==> config.mk <==
export PLATFORM = sky130hd
export DESIGN_NAME = l0_skew_fifo_bank
export DESIGN_NICKNAME = d
export VERILOG_FILES = /design/src/rtl/l0_skew_fifo_bank.sv
export SDC_FILE = /design/constraint.sdc
export NUM_CORES = 1
export LEC_CHECK = 0
export ABC_AREA = 1
export CORE_ASPECT_RATIO = 1.1
export CORE_UTILIZATION = 55
export CTS_BUF_LIST = sky130_fd_sc_hd__clkbuf_8
export DETAILED_ROUTE_END_ITERATION = 10
export HOLD_SLACK_MARGIN = 0.1
export PLACE_DENSITY = 0.81
export SYNTH_ARGS = -nofsm -noshare
export SYNTH_HDL_FRONTEND = slang
export SYNTH_SLANG_ARGS = --single-unit
==> constraint.sdc <==
create_clock -name clk -period 3.1 [get_ports clk]
set_input_delay 0.62 -clock clk [delete_from_list [all_inputs] [get_ports clk]]
set_output_delay 0.62 -clock clk [all_outputs]
set_load 0.01 [all_outputs]
==> src/rtl/l0_skew_fifo_bank.sv <==
// L0 input buffer: col lanes of depth-entry FIFOs, parallel write, skewed or broadcast read strobe.
// Optional `L0_DROP_CNT_EN adds o_drop_cnt, a saturating count of dropped writes and empty-lane reads.
module l0_skew_fifo_bank #(
    parameter int unsigned col   = 8,
    parameter int unsigned bw    = 4,
    parameter int unsigned depth = 8
) (
    input  logic              clk,
    input  logic              reset,
    input  logic              wr,
    input  logic              rd,
    input  logic              mode,
    input  logic [bw*col-1:0] in,
    output logic [bw*col-1:0] out,
    output logic [col-1:0]    o_valid,
    output logic              o_full,
    output logic              o_ready,
    output logic              o_empty
`ifdef L0_DROP_CNT_EN
    ,
    output logic [7:0]        o_drop_cnt
`endif
);
    localparam int unsigned PW = $clog2(depth);
    localparam int unsigned CW = PW + 1;

    logic [bw-1:0]     mem_q   [col][depth];
    logic [bw-1:0]     mem_d   [col][depth];
    logic [PW-1:0]     rptr_q  [col];
    logic [PW-1:0]     rptr_d  [col];
    logic [CW-1:0]     count_q [col];
    logic [CW-1:0]     count_d [col];
    logic [PW-1:0]     wptr_q, wptr_d;
    logic [col-1:0]    rd_sr_q, rd_sr_d;
    logic [bw*col-1:0] out_q, out_d;
    logic [col-1:0]    valid_q, valid_d;
    logic [col-1:0]    lane_rd;
    logic              wr_en;

    // Flags reduce the registered lane counts with no added latency.
    always_comb begin
        o_full  = 1'b0;
        o_empty = 1'b1;
        for (int i = 0; i < int'(col); i++) begin
            if (count_q[i] == CW'(depth)) o_full = 1'b1;
            if (count_q[i] != '0)         o_empty = 1'b0;
        end
    end

    assign o_ready = ~o_full;
    assign out     = out_q;
    assign o_valid = valid_q;

    always_comb begin
        wr_en   = wr & ~o_full;
        mem_d   = mem_q;
        rptr_d  = rptr_q;
        count_d = count_q;
        out_d   = out_q;
        valid_d = '0;
        lane_rd = '0;
        wptr_d  = wr_en ? wptr_q + PW'(1) : wptr_q;
        // Broadcast injects a token into every stage; all tokens keep shifting afterwards.
        rd_sr_d = (rd_sr_q << 1) | (mode ? {col{rd}} : {{(col-1){1'b0}}, rd});
        for (int i = 0; i < int'(col); i++) begin
            lane_rd[i] = rd_sr_q[i] && (count_q[i] != '0);
            if (wr_en) mem_d[i][wptr_q] = in[bw*i +: bw];
            if (lane_rd[i]) begin
                out_d[bw*i +: bw] = mem_q[i][rptr_q[i]];
                rptr_d[i]         = rptr_q[i] + PW'(1);
                valid_d[i]        = 1'b1;
            end
            count_d[i] = count_q[i] + CW'(wr_en) - CW'(lane_rd[i]);
        end
    end

    always_ff @(posedge clk or negedge reset) begin
        if (!reset) begin
            wptr_q  <= '0;
            rd_sr_q <= '0;
            out_q   <= '0;
            valid_q <= '0;
            for (int i = 0; i < int'(col); i++) begin
                rptr_q[i]  <= '0;
                count_q[i] <= '0;
            end
        end else begin
            wptr_q  <= wptr_d;
            rd_sr_q <= rd_sr_d;
            out_q   <= out_d;
            valid_q <= valid_d;
            rptr_q  <= rptr_d;
            count_q <= count_d;
        end
    end

    // Storage is only observable after a write, so it carries no reset.
    always_ff @(posedge clk) begin
        mem_q <= mem_d;
    end

`ifdef L0_DROP_CNT_EN
    logic [7:0] drop_cnt_q, drop_cnt_d;
    logic [9:0] drop_sum;

    always_comb begin
        drop_sum = 10'(drop_cnt_q) + 10'(wr & o_full);
        for (int i = 0; i < int'(col); i++) begin
            drop_sum = drop_sum + 10'(rd_sr_q[i] && (count_q[i] == '0));
        end
        drop_cnt_d = (drop_sum > 10'd255) ? 8'hFF : drop_sum[7:0];
    end

    always_ff @(posedge clk or negedge reset) begin
        if (!reset) drop_cnt_q <= '0;
        else        drop_cnt_q <= drop_cnt_d;
    end

    assign o_drop_cnt = drop_cnt_q;
`endif

endmodule

==> results of run 1 <==
logic make-up (layout without fill, tap and decap cells):
family	after synthesis	after routing
simple gates	586	586
compound gates	112	112
buf+inv	136	305
xor+xnor	33	33
flops	363	363
fa+ha+maj	65	65
synthesized netlist by cell type, types with 9 or more instances:
| library cell | n | area [um^2] |
|---|---|---|
| o21ai_0 | 94 | 470.5 |
| nand2_1 | 245 | 919.6 |
| xnor2_1 | 14 | 122.6 |
| xor2_1 | 19 | 166.4 |
| inv_2 | 14 | 52.55 |
| dfrtp_1 | 107 | 2678 |
| o21ai_1 | 10 | 50.05 |
| nor2_1 | 199 | 747.0 |
| buf_2 | 9 | 45.04 |
| ha_1 | 57 | 713.2 |
| edfxtp_1 | 256 | 7687 |
| inv_1 | 85 | 319.1 |
| nand3_1 | 123 | 615.6 |
| buf_6 | 17 | 191.4 |
stage by stage:
step | setup slack [ns] | util [%]
2_1_floorplan | 0.7461 | -
3_3_place_gp | 0.5027 | 60.53
3_5_place_dp | 0.4423 | 60.53
4_1_cts | 0.1152 | 65.09
5_1_grt | 0.06229 | 65.10
6_report | 0.2111 | 65.10
routing by layer:
metal  wire length [um]  up-vias
li1                   -     4622
met1              12500     4673
met2              15240      304
met3               1644       50
met4                563        0
met5                  0        -
critical path, delay by kind of cell, from the launching register on:
| kind | cells | cell delay (ns) |
|---|---|---|
| buffers and inverters | 2 | 0.66 |
| and+or+nand+nor | 4 | 0.50 |
| DFF | 1 | 0.37 |
| adders and majority gates | 1 | 0.15 |
cells in the final DEF (no fill, tap or decap), types with 3 or more instances in the layout:
master             n
edfxtp_1         256
nand2_1          245
nor2_1           198
nand3_1          123
dfrtp_1          107
inv_1            102
o21ai_0           94
clkdlybuf4s50_1   78
clkbuf_8          62
ha_1              57
xor2_1            19
buf_4             15
inv_2             14
xnor2_1           14
nor2_4            10
o21ai_1           10
clkinv_2           9
a21oi_1            8
fa_1               8
clkinv_1           7
bufinv_16          7
nand2_2            4
buf_12             4
inv_4              3
nand4_1            3
cell type report:
cell class / count / area (um^2) / area share [%]
clock inverter: 43 / 370.4 / 2.104
clock buffer: 62 / 853.3 / 4.848
inverter: 102 / 390.4 / 2.218
multi-input combinational: 796 / 4192 / 23.81
sequential: 363 / 10360 / 58.89
tap: 357 / 446.7 / 2.538
timing repair buffer: 98 / 983.4 / 5.588
sequential cells by signal, summed over array words and instances, names as in the netlist:
signal / flops
count_q: 32
mem_q: 256
o_valid: 8
out: 32
rd_sr_q: 8
rptr_q: 24
wptr_q: 3
power breakdown:
| group | total [W] | internal (W) | leakage [nW] | switching [W] |
|---|---|---|---|---|
| clock | 0.00425 | 0.00243 | 0.690 | 0.00181 |
| combinational | 0.00619 | 0.00257 | 2.98 | 0.00362 |
| sequential | 0.00749 | 0.00644 | 3.55 | 0.00104 |
worst max path at each step:
stage / from / endpoint / slack [ns] / cells past startpoint
after global routing: count_q[6] / o_empty / 0.06 / 7
after detailed placement: wr / count_q[2] / 0.44 / 8
after floorplan: count_q[10] / mem_q[0] / 0.75 / 8
after CTS: count_q[26] / o_empty / 0.12 / 7
after global placement: wr / count_q[22] / 0.50 / 7
final: count_q[26] / o_empty / 0.21 / 7
what timing repair did:
action                                 CTS  global route
endpoints found under the hold margin   13             0
resized for setup                        0             1
setup endpoints to repair                0             1
hold buffers                             1             0
==> key figures, run 1 <==
Run status
  – Run status: complete, no violations

Floorplanning
  – Top Ports: 80
  – Die area: 28310 um^2
  – Initial Util: 56.22%
  – Site row count: 63
  – Die Y: 176.4 um
  – Die Span X: 160.5 um
  – Core Box Area: 27040 um^2

Layout
  – Post-route cell area: 17600 um^2
  – Fill cell count: 1953
  – Ant diodes: 0
  – Non-filler cells, final: 1821
  – Share of cells above drive strength 1: 9.153%
  – Final net count: 1519
  – Area grow syn2layout: 15.79%

Synthesis
  – Largest family of logic cells by synthesized area: simple AND/OR/NAND/NOR gates
  – Post-synthesis mux area share: 0%
  – Synth cell types: 24
  – Synth Area in Simple Gates: 15.96%
  – Syn Area/Cell: 11.74 um^2
  – Compound-Gate Fraction of Synth Area: 3.688%
  – Number of synthesized flops with an enable pin: 256
  – Asr flop ratio synth: 29.48%
  – Sequential cell area fraction in the yosys report: 68.19%
  – Synth Warn #: 0
  – Post-Synth Adder-Cell Area: 5.745%
  – Cells after Synth: 1295
  – Top FF cell, synth: edfxtp_1
  – Mapped Area: 15200 um^2
  – XOR/XNOR share of the synthesized area: 1.901%
  – Synthesized flop and latch total: 363
  – Mapped Nets: 1397

Min path
  – Hold WC Path Type: flop to flop
  – Hold depth: 2
  – WHS Endpoint: rd_sr_q[7]
  – Hold Startpoint: rd_sr_q[6]

Setup path
  – CP max stage delay: 0.56 ns
  – CP Launch Type: flop
  – Critical Path End Type: output pin
  – Reg2Reg Setup Slack: 0.68 ns
  – R2R cell count: 10
  – Reg-to-Reg End: count_q[22]
  – Kind of critical path: flop to output pin
  – Req. time, crit path: 2.48 ns
  – Crit Path Max Fanout: 3
  – Slowest-stage cell, CP: clkdlybuf4s50_1
  – CP cell instances: inv_1 -> ha_1 -> nand3_1 -> nor2_1 -> nand2_1 -> nor2_2 -> clkdlybuf4s50_1
  – Critical Path AT: 2.27 ns
  – Worst reg2reg startpoint: count_q[22]

Drt
  – DRT iter0 DRCs: 936
  – Routed Antenna Nets: 0
  – Drt wl/cell: 16.45 um
  – DR DRC count: 0
  – DRT Wirelength: 29.95 mm
  – Via count: 9649
  – DR pass1 iterations: 5
  – Vias per inst: 5.299

GRT
  – Busiest grt layer: met2
  – M3 GR Usage: 3.970%
  – Met2 GRT Util: 37.36%
  – Vias in the first global route: 9575
  – Gr ovfl total: 0
  – M1 GR Usage: 28.10%
  – Largest net degree at the start of global routing: 52
  – First-pass GRT wire length: 48.49 mm
  – Number of antenna violations at the first check in global routing: 0
  – Total global-route track usage: 21.79%

Timing
  – Ratio of final minimum period to clock period: 93.19%
  – RSZ-0062 raised after global routing: false
  – Final hold violations: 0
  – Tmin final: 2.889 ns
  – Slew headroom: 53.53%
  – Endpoints failing setup: 0
  – Fmax achieved: 346.2 MHz
  – Pin slew with the least headroom to its limit: 0.6971 ns
  – Worst clock skew: 0.01579 ns
  – Max-slew violations: 0
  – TNS Setup: 0 ns
  – Hold_ws: 0.4760 ns

Clock network
  – Worst-Skew Late Latency: 0.58 ns
  – TritonCTS Buffers: 56
  – H-tree depth: 2
  – CTS tree: built
  – Reg clk slew, reported paths: 0.06 ns
  – Post-CTS Setup Inserts: 0
  – CTS max path bufs: 3
  – Root Driver: clkbuf_8
  – # clock sinks: 363

Job
  – Max-cap viol count: 0

Power
  – VDD IR max: 0.4483 mV
  – LEAKAGE: 7.219 nW
  – Overall Power: 0.01792 W
  – Power per Cell Area: 1018 nW/um^2

Placed design
  – Total placed cells including tap cells: 1715
  – Placed instance area: 16360 um^2
  – Buffers added on ports: 79
  – DPL Wire Length: 18.92 mm
  – Routability congestion estimate: 0.8143
Power figures use the tool's default switching activity.
==> run 2: changes to the inputs <==
--- a/config.mk
+++ b/config.mk
@@ -7,11 +7,11 @@
 export LEC_CHECK = 0
 export ABC_AREA = 1
 export CORE_ASPECT_RATIO = 1.1
-export CORE_UTILIZATION = 55
+export CORE_UTILIZATION = 45
 export CTS_BUF_LIST = sky130_fd_sc_hd__clkbuf_8
 export DETAILED_ROUTE_END_ITERATION = 10
 export HOLD_SLACK_MARGIN = 0.1
-export PLACE_DENSITY = 0.81
+export PLACE_DENSITY = 0.7
 export SYNTH_ARGS = -nofsm -noshare
 export SYNTH_HDL_FRONTEND = slang
 export SYNTH_SLANG_ARGS = --single-unit
==> key figures, run 2 (synthesis results as in run 1) <==
Timing
  – Tmin final: 2.900 ns (was 2.889 ns)
  – Endpoints failing setup: 0 (unchanged)
  – RSZ-0062 raised after global routing: false (unchanged)
  – Fmax achieved: 344.8 MHz (was 346.2 MHz)
  – Max-slew violations: 0 (unchanged)
  – Pin slew with the least headroom to its limit: 0.7001 ns (was 0.6971 ns)
  – TNS Setup: 0 ns (unchanged)
  – Worst clock skew: 0.01901 ns (was 0.01579 ns)
  – Ratio of final minimum period to clock period: 93.56% (was 93.19%)
  – Slew headroom: 53.33% (was 53.53%)
  – Final hold violations: 0 (unchanged)
  – Fin worst setup slack: 0.1997 ns (was 0.2111 ns)

Power
  – Switch share: 36.76% (was 36.16%)
  – Overall Power: 0.01725 W (was 0.01792 W)
  – LEAKAGE: 7.114 nW (was 7.219 nW)
  – Net Sw Power: 0.006340 W (was 0.006480 W)
  – Power Internal: 0.01091 W (was 0.01144 W)
  – Clk pwr share: 20.9% (was 23.7%)
  – Comb power frac: 36.0% (was 34.5%)
  – Flop pwr share: 43.1% (was 41.8%)
  – Power per Cell Area: 985.8 nW/um^2 (was 1018 nW/um^2)
  – VDD IR max: 0.3522 mV (was 0.4483 mV)

Layout
  – Seq. cell area: 10360 um^2 (unchanged)
  – Biggest register: mem_q (unchanged)
  – Non-filler cells, final: 1888 (was 1821)
  – Ant diodes: 0 (unchanged)
  – Most frequent cells in the layout: 256 x edfxtp_1, 245 x nand2_1, 199 x nor2_1 (was 256 x edfxtp_1, 245 x nand2_1, 198 x nor2_1)
  – Most common cell after layout, fill and taps aside: edfxtp_1 (unchanged)
  – Multi-input gate area: 4189 um^2 (was 4192 um^2)
  – Final net count: 1517 (was 1519)
  – Post-route cell area: 17500 um^2 (was 17600 um^2)
  – Area grow syn2layout: 15.10% (was 15.79%)
  – Share of cells above drive strength 1: 8.448% (was 9.153%)
  – Largest register FFs: 256 (unchanged)
  – Fill cell count: 2789 (was 1953)

Setup path
  – Cell mode on critical path: nor2_1
  – CP cell instances: inv_1 -> ha_1 -> nand3_1 -> nor2_1 -> nand2_1 -> nor2_1 -> clkdlybuf4s50_1 (was inv_1 -> ha_1 -> nand3_1 -> nor2_1 -> nand2_1 -> nor2_2 -> clkdlybuf4s50_1)
  – Kind of critical path: flop to output pin (unchanged)
  – CP max stage delay: 0.55 ns (was 0.56 ns)
  – Critical Path AT: 2.28 ns (was 2.27 ns)
  – Req. time, crit path: 2.48 ns (about the same)
  – Reg-to-Reg End: count_q[29] (was count_q[22])
  – CP Launch Type: flop (unchanged)
  – R2R cell count: 11 (was 10)
  – Critical Path End Type: output pin (unchanged)
  – Crit Path Max Fanout: 3 (unchanged)
  – Worst reg2reg startpoint: count_q[30] (was count_q[22])
  – Reg2Reg Setup Slack: 0.64 ns (was 0.68 ns)
  – Slowest-stage cell, CP: clkdlybuf4s50_1 (unchanged)

Floorplanning
  – Die area: 34520 um^2 (was 28310 um^2)
  – Site row count: 70 (was 63)
  – Die Span X: 177.2 um (was 160.5 um)
  – Die Y: 194.8 um (was 176.4 um)
  – Top Ports: 80 (unchanged)
  – Initial Util: 45.67% (was 56.22%)
  – Core Box Area: 33280 um^2 (was 27040 um^2)

Drt
  – DR pass1 iterations: 5 (unchanged)
  – DRT iter0 DRCs: 506 (was 936)
  – Routed Antenna Nets: 0 (unchanged)
  – DR DRC count: 0 (unchanged)
  – Vias per inst: 4.967 (was 5.299)
  – DRT Wirelength: 30.37 mm (was 29.95 mm)
  – Drt wl/cell: 16.09 um (was 16.45 um)
  – Via count: 9378 (was 9649)

Placed design
  – Total placed cells including tap cells: 1791 (was 1715)
  – Placed instance area: 16480 um^2 (was 16360 um^2)
  – Routability congestion estimate: 0.7939 (was 0.8143)
  – Pre-CTS setup slack: 0.4235 ns (was 0.4423 ns)
  – DPL Wire Length: 19.36 mm (was 18.92 mm)
  – Buffers added on ports: 79 (unchanged)

Clock network
  – CTS max path bufs: 3 (unchanged)
  – # clock sinks: 363 (unchanged)
  – H-tree depth: 2 (unchanged)
  – Post-CTS sizing: 0 (unchanged)
  – Worst-Skew Late Latency: 0.58 ns (about the same)
  – TritonCTS Buffers: 53 (was 56)
  – CTS tree: built (unchanged)
  – Root Driver: clkbuf_8 (unchanged)
  – Reg clk slew, reported paths: 0.06 ns (about the same)

Min path
  – WHS Endpoint: rd_sr_q[6] (was rd_sr_q[7])
  – Hold Startpoint: rd_sr_q[5] (was rd_sr_q[6])
  – Hold depth: 2 (unchanged)
  – Hold WC Path Type: flop to flop (unchanged)

GRT
  – Number of antenna violations at the first check in global routing: 2 (was 0)
  – Largest net degree at the start of global routing: 54 (was 52)
  – Vias in the first global route: 9512 (was 9575)
  – First-pass GRT wire length: 49.10 mm (was 48.49 mm)
  – Total global-route track usage: 18.36% (was 21.79%)
  – Gr ovfl total: 0 (unchanged)

Run status
  – Run status: complete, no violations (unchanged)

Job
  – Max-cap viol count: 0 (unchanged)
-- run 2: critical path, delay by kind of cell (launching register included) --
| kind | cells | cell delay, ns |
|---|---|---|
| buffers and inverters | 2 | 0.65 |
| and+or+nand+nor | 4 | 0.54 |
| DFF | 1 | 0.36 |
| adders and majority gates | 1 | 0.16 |
-- run 2: metal layers --
metal  vias to the layer above  wire, um  global-route usage [%]
met2                       191     14900                   30.74
met3                        76      1329                   3.110
met1                      4506     13100                   23.12
met4                         4      1011                   8.525
li1                       4601         -                       -
met5                         -        23                       0
-- run 2: how the worst max path moves through the flow --
stage | from | endpoint | cells after the start
floorplan | count_q[10] | mem_q[0] | 8
global placement | wr | count_q[22] | 7
detailed placement | wr | count_q[22] | 7
CTS | count_q[30] | o_empty | 7
global route | count_q[30] | o_empty | 7
finish | count_q[30] | o_empty | 7
-- run 2: timing repair --
action	CTS	global route
endpoints found under the hold margin	38	0
hold buffers	1	0
setup buffers	0	0
endpoints found under the setup margin	0	0
-- run 2: area by class of cell --
type	instances	area share [%]
Sequential cell	363	59.24
Multi-Input combinational cell	796	23.94
Timing Repair Buffer	99	5.736
Clock buffer	61	4.799
Tap cell	432	3.089
Inverter	102	2.231
Clock inverter	35	0.9583
-- run 2: stage by stage --
stage | utilization [%] | hold slack (ns)
after floorplan | - | 0.3244
after global placement | 49.51 | 0.4409
after detailed placement | 49.51 | 0.4509
after CTS | 52.57 | 0.4694
after global routing | 52.57 | 0.5038
final | 52.57 | 0.4683
-- run 2: power by group through the flow --
stage          Sequential (W)  Clock [W]  Combinational [W]
5_1_grt               0.00759    0.00388            0.00714
2_1_floorplan         0.00710          0            0.00474
6_report              0.00744    0.00361            0.00621
3_3_place_gp          0.00751          0            0.00604
3_5_place_dp          0.00752          0            0.00628
4_1_cts               0.00744    0.00369            0.00632
==> run 3: changes to the inputs <==
--- a/config.mk
+++ b/config.mk
@@ -6,7 +6,6 @@
 export NUM_CORES = 1
 export LEC_CHECK = 0
 export ABC_AREA = 1
-export CORE_ASPECT_RATIO = 1.1
 export CORE_UTILIZATION = 45
 export CTS_BUF_LIST = sky130_fd_sc_hd__clkbuf_8
 export DETAILED_ROUTE_END_ITERATION = 10
==> key figures, run 3 (synthesis results as in run 1) <==
Setup path
  – Kind of critical path: flop to output pin (unchanged)
  – CP max stage delay: 0.58 ns (was 0.55 ns)
  – Req. time, crit path: 2.48 ns (about the same)
  – CP Launch Type: flop (unchanged)
  – Worst path top cell family by delay: buffers and inverters (unchanged)
  – Crit Path Max Fanout: 3 (unchanged)
  – Worst Path Buf+Inv: 2 (unchanged)
  – CP cell instances: inv_1 -> ha_1 -> nand2_1 -> nor2_1 -> nand2_1 -> nor2_1 -> clkdlybuf4s50_1 (was inv_1 -> ha_1 -> nand3_1 -> nor2_1 -> nand2_1 -> nor2_1 -> clkdlybuf4s50_1)
  – Critical Path AT: 2.32 ns (was 2.28 ns)
  – Slowest-stage cell, CP: clkdlybuf4s50_1 (unchanged)
  – Reg2Reg Setup Slack: 0.66 ns (was 0.64 ns)
  – Critical Path End Type: output pin (unchanged)

Floorplanning
  – Die area: 34520 um^2 (about the same)
  – Initial Util: 46.25% (was 45.67%)
  – Core Box Area: 32870 um^2 (was 33280 um^2)
  – Site row count: 66 (was 70)
  – Die Y: 185.8 um (was 194.8 um)
  – Top Ports: 80 (unchanged)
  – Die Span X: 185.8 um (was 177.2 um)

GRT
  – Total global-route track usage: 18.38% (was 18.36%)
  – Largest net degree at the start of global routing: 47 (was 54)
  – Gr ovfl total: 0 (unchanged)
  – Vias in the first global route: 9503 (was 9512)
  – Busiest grt layer: met2 (unchanged)
  – M1 GR Usage: 24.65% (was 23.12%)
  – Met2 GRT Util: 30.75% (was 30.74%)
  – M3 GR Usage: 3.150% (was 3.110%)
  – First-pass GRT wire length: 48.90 mm (was 49.10 mm)
  – Number of antenna violations at the first check in global routing: 0 (was 2)

Power
  – VDD IR max: 0.4280 mV (was 0.3522 mV)
  – Overall Power: 0.01740 W (was 0.01725 W)
  – Power per Cell Area: 990.3 nW/um^2 (was 985.8 nW/um^2)
  – LEAKAGE: 7.180 nW (was 7.114 nW)

Drt
  – Vias per inst: 4.922 (was 4.967)
  – DR DRC count: 0 (unchanged)
  – Routed Antenna Nets: 0 (unchanged)
  – Via count: 9372 (was 9378)
  – DRT iter0 DRCs: 623 (was 506)
  – DR pass1 iterations: 5 (unchanged)
  – DRT Wirelength: 30.08 mm (was 30.37 mm)
  – Drt wl/cell: 15.80 um (was 16.09 um)

Layout
  – Most common cell after layout, fill and taps aside: edfxtp_1 (unchanged)
  – Biggest register: mem_q (unchanged)
  – Most frequent cells in the layout: 256 x edfxtp_1, 245 x nand2_1, 199 x nor2_1 (unchanged)
  – Post-Route Utilization: 53.47% (was 52.57%)
  – Final net count: 1516 (was 1517)
  – Area grow syn2layout: 15.61% (was 15.10%)
  – Largest register FFs: 256 (unchanged)
  – Share of cells above drive strength 1: 8.276% (was 8.448%)
  – Ant diodes: 0 (unchanged)

Placed design
  – Buffers added on ports: 79 (unchanged)
  – Pre-CTS setup slack: 0.4255 ns (was 0.4235 ns)
  – DPL Wire Length: 18.23 mm (was 19.36 mm)
  – Routability congestion estimate: 0.7796 (was 0.7939)

Clock network
  – CTS tree: built (unchanged)
  – # clock sinks: 363 (unchanged)
  – H-tree depth: 2 (unchanged)
  – TritonCTS Buffers: 57 (was 53)
  – Post-CTS sizing: 0 (unchanged)
  – CTS max path bufs: 3 (unchanged)
  – Post-CTS Setup Inserts: 0 (unchanged)
  – Worst-Skew Late Latency: 0.59 ns (was 0.58 ns)
  – Reg clk slew, reported paths: 0.06 ns (about the same)
  – Root Driver: clkbuf_8 (unchanged)

Timing
  – Slew headroom: 53.55% (was 53.33%)
  – RSZ-0062 raised after global routing: false (unchanged)
  – TNS Setup: 0 ns (unchanged)
  – Ratio of final minimum period to clock period: 94.75% (was 93.56%)
  – Endpoints failing setup: 0 (unchanged)
  – Worst clock skew: 0.02360 ns (was 0.01901 ns)
  – Pin slew with the least headroom to its limit: 0.6968 ns (was 0.7001 ns)
  – Tmin final: 2.937 ns (was 2.900 ns)
  – Max-slew violations: 0 (unchanged)
  – Fmax achieved: 340.4 MHz (was 344.8 MHz)
  – Fin worst setup slack: 0.1626 ns (was 0.1997 ns)
  – Final hold violations: 0 (unchanged)

Min path
  – Hold WC Path Type: flop to flop (unchanged)

Run status
  – Run status: complete, no violations (unchanged)

Job
  – Max-cap viol count: 0 (unchanged)
run 3: changes by cell type in the layout (fill, tap and decap cells not counted):
cell,change
clkinv_1,-6
buf_4,-6
inv_1,+14
clkinvlp_4,+1
clkinv_2,-3
buf_12,+1
clkbuf_8,+5
run 3: worst paths after layout:
path	startpoint	end	cells past startpoint
max in group asynchronous	reset	o_valid[2]	3
worst max-delay path	count_q[14]	o_empty	7
worst min register to register	rd_sr_q[1]	rd_sr_q[2]	2
worst min-delay path	rd_sr_q[1]	rd_sr_q[2]	2
min in group asynchronous	reset	out[30]	2
worst max register to register	count_q[10]	count_q[9]	11
run 3: repair_timing:
item	4_1_cts	5_1_grt
hold endpoints to repair	44	0
hold buffers	1	0
setup endpoints to repair	0	0
run 3: final cells by class:
type                            count  area, um^2
Clock buffer                       66       908.4
Timing Repair Buffer               94       978.4
Clock inverter                     41       190.2
Sequential cell                   363       10360
Inverter                          102       390.4
Multi-Input combinational cell    796        4189
Fill cell                        2826       15290
Tap cell                          442       553.0
run 3: tightest hold or removal path: stages (launching register included):
cell	delay, ns
dfrtp_1	0.35
inv_1	0.04
nand2_1	0.05
run 3: stage by stage:
stage	hold slack, ns	instances	instance area (um^2)
5_1_grt	0.4920	1904	17570
2_1_floorplan	0.3244	1295	15200
6_report	0.4722	1904	17570
3_5_place_dp	0.4648	1796	16470
4_1_cts	0.4749	1904	17570
3_3_place_gp	0.4602	1796	16470
run 3: power breakdown:
group          internal (W)  switching [W]  total [W]  leakage [nW]
registers           0.00644        0.00104    0.00748          3.55
logic               0.00256        0.00358    0.00614          2.96
clock network       0.00201        0.00177    0.00378         0.667
run 3: routing by layer:
layer,wire length (um),share of wire [%],up-vias
met2,14670,49,222
met5,0,0,-
li1,-,-,4617
met3,1487,4.9,51
met4,534,1.8,0
met1,13390,45,4482
